<file path="src/rtl/spi_flash_arbiter.sv">
// Two-port round-robin arbiter in front of one SPI flash port,
// with a mode-0 byte shifter and an enforced CS-high gap.
module spi_flash_arbiter #(
  parameter int CLK_DIV = 2,
  parameter int CS_GAP  = 4
) (
  input  logic       clk_48mhz,
  input  logic       reset_n,
  input  logic [1:0] req,
  output logic [1:0] gnt,
  input  logic [1:0] byte_valid,
  input  logic [7:0] byte_data_0,
  input  logic [7:0] byte_data_1,
  output logic [1:0] byte_ready,
  output logic [7:0] rd_data,
  output logic [1:0] rd_valid,
  output logic       busy,
  output logic       spi_cs,
  output logic       spi_sck,
  output logic       spi_mosi,
  input  logic       spi_miso
);

  localparam int DW = (CLK_DIV > 1) ? $clog2(CLK_DIV) : 1;
  localparam int GW = $clog2(CS_GAP + 1);

  typedef enum logic [1:0] {
    IDLE,
    WAIT_BYTE,
    SHIFT,
    RELEASE
  } state_e;

  state_e        state_q, state_d;
  logic [1:0]    gnt_q, gnt_d;
  logic [1:0]    rdy_q, rdy_d;
  logic [1:0]    rdv_q, rdv_d;
  logic          last_q, last_d;
  logic          cs_q, cs_d;
  logic          sck_q, sck_d;
  logic [7:0]    tx_q, tx_d;
  logic [7:0]    rx_q, rx_d;
  logic [7:0]    rdd_q, rdd_d;
  logic [DW-1:0] div_q, div_d;
  logic [3:0]    half_q, half_d;
  logic [GW-1:0] gap_q, gap_d;
  logic          tick;

  assign tick = (div_q == DW'(CLK_DIV - 1));

  always_comb begin
    state_d = state_q;
    gnt_d   = gnt_q;
    rdy_d   = rdy_q;
    rdv_d   = '0;
    last_d  = last_q;
    cs_d    = cs_q;
    sck_d   = sck_q;
    tx_d    = tx_q;
    rx_d    = rx_q;
    rdd_d   = rdd_q;
    div_d   = div_q;
    half_d  = half_q;
    gap_d   = gap_q;
    unique case (state_q)
      IDLE: begin
        if (req != 2'b00) begin
          // last_q names the port served last; on contention the other wins
          if (req == 2'b11) gnt_d = last_q ? 2'b01 : 2'b10;
          else              gnt_d = req;
          rdy_d   = gnt_d;
          cs_d    = 1'b0;
          state_d = WAIT_BYTE;
        end
      end
      WAIT_BYTE: begin
        if ((byte_valid & rdy_q) != 2'b00) begin
          tx_d    = gnt_q[1] ? byte_data_1 : byte_data_0;
          rdy_d   = '0;
          div_d   = '0;
          half_d  = '0;
          state_d = SHIFT;
        end else if ((req & gnt_q) == 2'b00) begin
          cs_d    = 1'b1;
          gnt_d   = '0;
          rdy_d   = '0;
          tx_d    = '0;
          last_d  = gnt_q[1];
          gap_d   = GW'(CS_GAP - 1);
          state_d = RELEASE;
        end
      end
      SHIFT: begin
        div_d = tick ? '0 : div_q + 1'b1;
        if (tick) begin
          half_d = half_q + 1'b1;
          sck_d  = ~sck_q;
          if (!sck_q) begin
            rx_d = {rx_q[6:0], spi_miso};
          end else if (half_q == 4'd15) begin
            rdd_d   = rx_q;
            rdv_d   = gnt_q;
            rdy_d   = gnt_q;
            state_d = WAIT_BYTE;
          end else begin
            // mosi is tx_q[7]; shift only on the falling edge
            tx_d = {tx_q[6:0], 1'b0};
          end
        end
      end
      RELEASE: begin
        if (gap_q == '0) state_d = IDLE;
        else             gap_d   = gap_q - 1'b1;
      end
      default: state_d = IDLE;
    endcase
  end

  always_ff @(posedge clk_48mhz or negedge reset_n) begin
    if (!reset_n) begin
      state_q <= IDLE;
      gnt_q   <= '0;
      rdy_q   <= '0;
      rdv_q   <= '0;
      last_q  <= 1'b1;
      cs_q    <= 1'b1;
      sck_q   <= 1'b0;
      tx_q    <= '0;
      rx_q    <= '0;
      rdd_q   <= '0;
      div_q   <= '0;
      half_q  <= '0;
      gap_q   <= '0;
    end else begin
      state_q <= state_d;
      gnt_q   <= gnt_d;
      rdy_q   <= rdy_d;
      rdv_q   <= rdv_d;
      last_q  <= last_d;
      cs_q    <= cs_d;
      sck_q   <= sck_d;
      tx_q    <= tx_d;
      rx_q    <= rx_d;
      rdd_q   <= rdd_d;
      div_q   <= div_d;
      half_q  <= half_d;
      gap_q   <= gap_d;
    end
  end

  assign gnt        = gnt_q;
  assign byte_ready = rdy_q;
  assign rd_valid   = rdv_q;
  assign rd_data    = rdd_q;
  assign busy       = (state_q != IDLE);
  assign spi_cs     = cs_q;
  assign spi_sck    = sck_q;
  assign spi_mosi   = tx_q[7];

endmodule
</file>
<file path="config.mk">
export PLATFORM = sky130hd
export DESIGN_NAME = spi_flash_arbiter
export DESIGN_NICKNAME = d
export VERILOG_FILES = /design/src/rtl/spi_flash_arbiter.sv
export SDC_FILE = /design/constraint.sdc
export NUM_CORES = 1
export LEC_CHECK = 0
export ABC_AREA = 1
export CAP_MARGIN = 15
export CORE_MARGIN = 1
export CORE_UTILIZATION = 45
export CTS_CLUSTER_SIZE = 16
export DETAILED_ROUTE_END_ITERATION = 10
export GPL_TIMING_DRIVEN = 1
export HOLD_SLACK_MARGIN = 0.03
export MAX_ROUTING_LAYER = met4
export PLACE_DENSITY_LB_ADDON = 0.2
export SYNTH_ARGS = -nofsm -noshare
export SYNTH_HDL_FRONTEND = slang
export SYNTH_SLANG_ARGS = --single-unit
</file>
<file path="constraint.sdc">
create_clock -name clk_48mhz -period 2.31 [get_ports clk_48mhz]
set_clock_uncertainty 0.1 [all_clocks]
set_input_delay 0.462 -clock clk_48mhz [delete_from_list [all_inputs] [get_ports clk_48mhz]]
set_output_delay 0.462 -clock clk_48mhz [all_outputs]
set_load 0.02 [all_outputs]
</file>
==> impl_results.md <==
- Starting Density: 46.5%
- Synthesized instance count: 271
- Outcome: finished, final reports clean
- Final wirelength: 4530 um
- Die Wd: 71.9 um
- WHS Endpoint: tx_q[5]
- Port bufs: 40
- Iter 0 DRT Violations: 138
- # diodes: 0
- Worst Hold Class: flip-flop to flip-flop
- Post-CTS setup repair buffer count: 0
- Rows: 25
- CP delay by family, top: buffers and inverters
- Fin crit period: 2.15 ns
- Largest net degree at the start of global routing: 20
- Nets: 347
- R2R Setup Slk: 0.26 ns
- Post-synth top cells: 96 x nand2_1, 41 x dfrtp_1, 28 x inv_1, 28 x o21ai_0, 11 x nor2_1
- Clock sink total: 43
- Synthesis-to-finish area growth: 25.6%
- Layout cells sized above 1: 9.75%
- Mean post-synth cell area: 8.11 um2
- Syn nets: 301
- Ports: 41
- Pwr Density: 1070 nW/um2
- Vias in the first global route: 1664
- Total GRT Usage: 20.3%
- Worst Path Buf+Inv: 1
- Cell area after synthesis: 2200 um2
- RSZ-0062 raised after global routing: no
- # setup viols final: 0
- Core area: 4720 um2
- Leakage power: 1.31 nW
- WL met2: 2070 um
- Avg Vias per Cell: 4.76
- DP HPWL: 3270 um
- # fillers: 443
- Top-area cell type share of the netlist area: 46.7%
- Initial antenna violation count: 0
- WL met1: 2210 um
- Post-synth top flop: dfrtp_1
- Worst Path Arrival: 1.59 ns
- Met3 routed WL: 199 um
- Max Cap Viol: 0
- Worst setup EP type: output port
- Min-Delay Startpoint: tx_q[5]
- Clk slew on worst S/H paths: 0.09 ns
- Routed Antenna Nets: 0
- Die H: 71.9 um
- Peak Freq: 464 MHz
- Synth top area cells: dfrtp_1 47%, nand2_1 16%, o21ai_0 6.4%
- Slowest cell on the critical path: clkdlybuf4s50_1
- TritonRoute pass-1 iters: 4
- TNS Setup: 0 ns
- Setup Crit Path Kind: flip-flop to output port
- RePlAce Congestion: 0.875
- Synth async-reset ratio: 100%
- Final Hold Viols: 0
- Slowest stage delay, CP: 0.68 ns
- CP max FO: 13
- WP data required: 1.75 ns
- Crit share post-route: 93.3%
- Drt drc: 0
- Hold Path Depth: 2
- R2r worst-path depth: 5
- CTS Buf Count: 5
- Critical path, cell by cell: clkdlybuf4s50_1
- Number of H-tree levels: 2
- YS warnings: 0
- #FFs+latches synth: 43
- DR top layer: met4
- Synth unique cells: 28
- Total power: 2.96 mW
- R2r endpoint: rd_data[1]
- Die area: 5170 um2
- Peak supply drop: 0.449 mV
- Rel. slew slack: 54.9%
- Most common cell in the netlist: nand2_1
- EDFF count, synth: 0
- Clk root buf: clkbuf_8
- Origin of the critical flop-to-flop path: state_q[0]
- First-pass GRT wire length: 7800 um
- Startpoint Class: flip-flop
- Later-pin clock latency in the skew report: 0.30 ns
- Worst slew pin tran: 0.676 ns
- Total grt overflow: 0
- Via count: 1833
- TritonCTS clock tree: done
- Routed WL per cell: 11.8 um
- Slew Viols, Final: 0
- Area leader, netlist: dfrtp_1
- Sequential share of the synthesized area: 49.1%
- Clock Path Buffers: 2
## logic make-up (layout without fill, tap and decap cells)
family                   after synthesis  after routing  share of synthesized area, %
AND/OR/NAND/NOR                      131            131                          25.0
XOR/XNOR                               1              1                         0.399
adder cells (fa/ha/maj)                7              7                          3.99
AO/OA/AOI/OAI                         53             53                          14.5
flip-flops                            43             43                          49.1
buffers and inverters                 36             83                          7.00
## area by class of cell
type,instances,area (um2),share of cell area (%)
Clock buffer,6,72.6,2.63
Multi-Input combinational cell,192,965,35.0
Tap cell,67,83.8,3.04
Timing Repair Buffer,44,430,15.6
Sequential cell,43,1080,39.1
Inverter,31,116,4.22
Clock inverter,2,12.5,0.454
## flip-flops by register name (all words and copies together) (netlist names), 2 cells and up
name        cells
tx_q            8
rd_data         8
byte_ready      2
gnt             2
gap_q           3
half_q          4
rd_valid        2
rx_q            8
state_q         2
## worst min-delay path, cell delays in order (launching register included)
cell and delay, ns:
dfrtp_1 0.35, nand2_1 0.05, nand2_1 0.05
## per-stage QoR
stage	std cells	hold slack (ns)	setup slack [ns]	instance area (um2)	util [%]
after floorplan	271	0.0664	0.701	2200	-
after global placement	376	0.322	0.253	2660	56.3
after detailed placement	376	0.321	0.172	2660	56.3
after CTS	385	0.380	0.0140	2760	58.4
after global routing	385	0.393	0.0819	2760	58.4
final	385	0.376	0.156	2760	58.4
## routing by layer
layer	up-vias	global-route usage [%]
li1	957	-
met5	-	-
met3	4	4.78
met4	0	7.84
met2	36	30.2
met1	836	26.8
## worst max path at each step
| stage | startpoint | to | slack, ns | cells after the start |
|---|---|---|---|---|
| after floorplan | state_q[0] | rx_q[6] | 0.70 | 8 |
| after global placement | byte_valid[0] | byte_ready[1] | 0.25 | 8 |
| after detailed placement | byte_valid[0] | byte_ready[1] | 0.17 | 8 |
| after CTS | state_q[0] | busy | 0.01 | 4 |
| after global routing | gnt[1] | gnt[1] | 0.08 | 1 |
| final | gnt[1] | gnt[1] | 0.16 | 1 |
## report_power, final
group	total, mW	leakage (nW)	internal, mW	switching [mW]
clock	0.482	0.0412	0.212	0.271
sequential	1.14	0.568	0.982	0.161
combinational	1.33	0.703	0.488	0.844
## placed cells by master, fill, tap and decap left out, drive strengths merged, types with 2 or more instances in the layout
cell	instances
clkinv	2
nor2	14
o21ai	35
buf	4
clkbuf	6
a21oi	7
dfstp	2
or2	3
a21boi	7
o22ai	2
nand2	98
ha	7
nand3	10
dfrtp	41
inv	30
clkdlybuf4s50	38
nand4	5
## repair_timing
| action | 4_1_cts | 5_1_grt |
|---|---|---|
| hold endpoints to repair | 15 | 0 |
| resized for setup | 0 | 1 |
| hold buffers | 1 | 0 |
| endpoints found under the setup margin | 0 | 1 |
(Power assumes the default switching activity.)
==> patch 1, RTL diff (config.mk and constraints unchanged) <==
Set the parameter `CLK_DIV` to 1 (it was 2).
--- a/src/rtl/spi_flash_arbiter.sv
+++ b/src/rtl/spi_flash_arbiter.sv
@@ -3,3 +3,3 @@
 module spi_flash_arbiter #(
-  parameter int CLK_DIV = 2,
+  parameter int CLK_DIV = 1,
   parameter int CS_GAP  = 4
Formal check against the unedited RTL: not equivalent (a bounded check fails within 4 cycles, from zero or initial values and one cycle with reset_n low).
==> patch 1 against the original RTL <==
- routed wire length down 2.1%
- critical path depth up 3
- non-clock buffer count down 1
- setup slack worse by 0.10 ns
- area after synthesis down 2.3%
- sequential cell count down 1
- highest routed layer unchanged
- global-route usage up 0.32 points
- maximum frequency down 4.4%
- cell area down 1.7%
- critical path type unchanged
- total power up 3.2%
==> patch 1: results (changes against the original RTL) <==
<table>
<tr><th>Metric</th><th>Value</th></tr>
<tr><th colspan="2">Run status</th></tr>
<tr><td>Result of the run</td><td>finished, final reports clean (unchanged)</td></tr>
<tr><th colspan="2">Synthesis</th></tr>
<tr><td>Synth Instances</td><td>261 (was 271)</td></tr>
<tr><td>Main area contributors after synthesis</td><td>dfrtp_1, nand2_1, o21ai_0, inv_1, ha_1 (unchanged)</td></tr>
<tr><td>Net count of the mapped netlist</td><td>291 (was 301)</td></tr>
<tr><td>Most used standard cells in the synthesized netlist</td><td>nand2_1, dfrtp_1, o21ai_0, inv_1, nand3_1 (was nand2_1, dfrtp_1, inv_1, o21ai_0, nor2_1)</td></tr>
<tr><td>Sequential element share of the synthesized area</td><td>49.10% (was 49.09%)</td></tr>
<tr><td>Area fraction in compound gates after synthesis</td><td>13.24% (was 14.52%)</td></tr>
<tr><th colspan="2">Routing</th></tr>
<tr><td>Met2 wirelength from detailed routing</td><td>1946 um (was 2069 um)</td></tr>
<tr><td>First-pass iteration count of the detailed router</td><td>6 (was 4)</td></tr>
<tr><td>Via count of the routed design</td><td>1787 (was 1833)</td></tr>
<tr><td>DR WL/cell</td><td>12.31 um (was 11.76 um)</td></tr>
<tr><td>Total length of routed wires</td><td>4432 um (was 4526 um)</td></tr>
<tr><th colspan="2">Cells and area</th></tr>
<tr><td>Fraction of final layout cells with drive strength greater than 1</td><td>11.04% (was 9.748%)</td></tr>
<tr><td>Number of inserted filler cells in the final layout</td><td>405 (was 443)</td></tr>
<tr><th colspan="2">Placement</th></tr>
<tr><td>Last weighted congestion value of the routability-driven placer</td><td>0.9099 (was 0.8754)</td></tr>
<tr><th colspan="2">Setup path</th></tr>
<tr><td>Worst Setup SP</td><td>state_q[0] (was gnt[1])</td></tr>
<tr><td>Worst path max stage delay</td><td>0.60 ns (was 0.68 ns)</td></tr>
<tr><td>Reg2reg end</td><td>half_q[2] (was rd_data[1])</td></tr>
<tr><th colspan="2">Global route</th></tr>
<tr><td>Pin count of the biggest net entering global routing</td><td>43 (was 20)</td></tr>
<tr><td>Grt met3 use</td><td>6.268% (was 4.782%)</td></tr>
<tr><td>Combined global-route utilization of all metal layers</td><td>20.58% (was 20.25%)</td></tr>
<tr><td>Via count of the first global-routing pass</td><td>1686 (was 1664)</td></tr>
<tr><th colspan="2">Pwr</th></tr>
<tr><td>Net switching power figure</td><td>1.290 mW (was 1.276 mW)</td></tr>
<tr><th colspan="2">Hold path</th></tr>
<tr><td>Path category of the worst min-delay check</td><td>in2async (was reg2reg)</td></tr>
<tr><th colspan="2">STA</th></tr>
<tr><td>Worst-case headroom to the max-slew limit</td><td>59.57% (was 54.90%)</td></tr>
</table>
patch 1: cell types whose count changed after synthesis, moves of 2 or more:
cell and change:
nor2_4 +3, nand3_1 +4, a21oi_1 -5, inv_1 -3, o21ai_2 +2, nor2_1 -5, nand2_1 +6, nand4_1 -3
nand3_2 +2, o22ai_1 -2
patch 1: how the worst max path moves through the flow:
stage | depth (start not counted) | slack, ns | to
after global routing | 4 | 0.0005 | busy
after floorplan | 9 | 0.79 | tx_q[0]
after CTS | 4 | 0.05 | busy
final | 4 | 0.06 | busy
after global placement | 9 | 0.37 | byte_ready[0]
after detailed placement | 9 | 0.31 | byte_ready[0]
patch 1: layout make-up:
| cell class | count | area (um2) | area share [%] |
|---|---|---|---|
| clock buffer | 6 | 72.57 | 2.675 |
| clock inverter | 2 | 37.54 | 1.384 |
| inverter | 26 | 97.59 | 3.598 |
| multi-input combinational | 189 | 968.4 | 35.70 |
| sequential | 42 | 1054 | 38.84 |
| tap | 52 | 65.06 | 2.399 |
| timing repair buffer | 43 | 417.9 | 15.41 |
==> patch 2, RTL diff (config.mk and constraints unchanged) <==
Without the edit above. Encoding of `state_e`: now one-hot (4 bits for 4 states).
--- a/src/rtl/spi_flash_arbiter.sv
+++ b/src/rtl/spi_flash_arbiter.sv
@@ -26,7 +26,7 @@
 
-  typedef enum logic [1:0] {
-    IDLE,
-    WAIT_BYTE,
-    SHIFT,
-    RELEASE
+  typedef enum logic [3:0] {
+    IDLE      = 4'b0001,
+    WAIT_BYTE = 4'b0010,
+    SHIFT     = 4'b0100,
+    RELEASE   = 4'b1000
   } state_e;
Function: no difference found for any inputs over 10 cycles, from zero or initial values and one cycle with reset_n low; not proved beyond that.
==> patch 2 against the original RTL <==
- setup slack better by 0.065 ns
- cell area up 1.8%
- total power down 4.4%
- area after synthesis up 2.3%
- routed wire length down 2.5%
- highest routed layer unchanged
- via count down 0.98%
- sequential cell count up 2
==> patch 2: results (changes against the original RTL) <==
<table>
<tr><th>Metric</th><th>Value</th></tr>
<tr><th colspan="2">Synthesis</th></tr>
<tr><td>Main area contributors after synthesis</td><td>dfrtp_1, nand2_1, inv_1, o21ai_1, dfstp_2 (was dfrtp_1, nand2_1, o21ai_0, inv_1, ha_1)</td></tr>
<tr><td>Area fraction in compound gates after synthesis</td><td>13.03% (was 14.52%)</td></tr>
<tr><td>Synth cell types</td><td>25 (was 28)</td></tr>
<tr><td>Net count of the mapped netlist</td><td>307 (was 301)</td></tr>
<tr><td>Most used standard cells in the synthesized netlist</td><td>nand2_1, dfrtp_1, inv_1, o21ai_1, nor2_1 (was nand2_1, dfrtp_1, inv_1, o21ai_0, nor2_1)</td></tr>
<tr><td>Fraction of synthesized cell area in xor and xnor cells</td><td>0% (was 0.3986%)</td></tr>
<tr><td>Share of synthesized cell area in full adder, half adder and majority cells</td><td>1.670% (was 3.986%)</td></tr>
<tr><th colspan="2">Global route</th></tr>
<tr><td>Pin count of the biggest net entering global routing</td><td>26 (was 20)</td></tr>
<tr><td>Grt met3 use</td><td>5.663% (was 4.782%)</td></tr>
<tr><td>GR Util met2</td><td>29.91% (was 30.19%)</td></tr>
<tr><td>Via count of the first global-routing pass</td><td>1714 (was 1664)</td></tr>
<tr><td>Wire length of the first global-routing pass</td><td>7596 um (was 7797 um)</td></tr>
<tr><td>Combined global-route utilization of all metal layers</td><td>19.52% (was 20.25%)</td></tr>
<tr><th colspan="2">Routing</th></tr>
<tr><td>Total length of routed wires</td><td>4414 um (was 4526 um)</td></tr>
<tr><td>Count of routing violations after the opening detailed-route iteration</td><td>70 (was 138)</td></tr>
<tr><td>Vias per cell</td><td>4.630 (was 4.761)</td></tr>
<tr><th colspan="2">Clocking</th></tr>
<tr><td>Post-cts sizing count</td><td>1 (was 0)</td></tr>
<tr><th colspan="2">Cells and area</th></tr>
<tr><td>Number of inserted filler cells in the final layout</td><td>447 (was 443)</td></tr>
<tr><td>Final Net Count</td><td>350 (was 347)</td></tr>
<tr><th colspan="2">Setup path</th></tr>
<tr><td>Arrival @ worst endpoint</td><td>1.53 ns (was 1.59 ns)</td></tr>
<tr><th colspan="2">Run status</th></tr>
<tr><td>Result of the run</td><td>finished, final reports clean (unchanged)</td></tr>
<tr><th colspan="2">Pwr</th></tr>
<tr><td>Leakage dissipation</td><td>1.332 nW (was 1.313 nW)</td></tr>
<tr><td>Worst-case vdd ir drop</td><td>0.0004685 V (was 0.0004486 V)</td></tr>
<tr><th colspan="2">Hold path</th></tr>
<tr><td>Path category of the worst min-delay check</td><td>in2async (was reg2reg)</td></tr>
<tr><th colspan="2">Placement</th></tr>
<tr><td>Post-DP HPWL</td><td>3170 um (was 3272 um)</td></tr>
</table>
-- patch 2: worst paths after layout --
path,from,end,slack [ns],cells after the start
min in group clk_48mhz,spi_cs,spi_cs,0.36,2
max,state_q[0],busy,0.22,4
max reg2reg,state_q[0],rx_q[2],0.53,7
min,reset_n,state_q[1],0.03,1
max in group asynchronous,reset_n,half_q[3],1.58,2
min reg2reg,spi_cs,spi_cs,0.36,2
-- patch 2: cells by family (layout without fill, tap and decap cells) --
| logic type | after synthesis | after routing |
|---|---|---|
| adder cells (fa/ha/maj) | 3 | 3 |
| AND/OR/NAND/NOR | 150 | 150 |
| AO/OA/AOI/OAI | 47 | 47 |
| buffers and inverters | 36 | 80 |
| flip-flops | 45 | 45 |
-- patch 2: cell type report --
class,instances,area (um2),area share [%]
clock buffers,6,82.58,2.941
repair buffers,44,436.7,15.55
clock inverters,2,13.76,0.4902
well taps,67,83.83,2.986
flip-flops and latches,45,1130,40.24
inverters,28,105.1,3.743
multi-input cells,200,955.9,34.05
-- patch 2: power groups by stage --
stage	logic [mW]	registers (mW)	clock network, mW
detailed placement	1.17	1.17	0
global route	1.33	1.19	0.563
finish	1.15	1.16	0.517
floorplan	0.759	1.21	0
global placement	1.15	1.17	0
CTS	1.16	1.16	0.526
-- patch 2: per-layer routing --
metal / wire (um) / share of wire [%]
met5: 0 / 0
met4: 51 / 1.2
met3: 175 / 4.0
met2: 1932 / 44
met1: 2255 / 51
-- patch 2: stage by stage --
step / worst slack (ns) / std cells / total power, mW / util [%] / instance area (um2)
floorplan: 0.7526 / 281 / 1.967 / - / 2247
global placement: 0.3746 / 384 / 2.319 / 57.05 / 2713
CTS: 0.2055 / 392 / 2.849 / 59.05 / 2808
global route: 0.1463 / 392 / 3.079 / 59.05 / 2808
finish: 0.2205 / 392 / 2.828 / 59.05 / 2808
detailed placement: 0.3224 / 384 / 2.339 / 57.05 / 2713
-- patch 2: worst max-delay path, stage by stage (launching register included) --
cell and delay, ns:
dfstp_2 0.57, inv_1 0.06, nor2_1 0.12, nand2_1 0.12
dlygate4sd2_1 0.34
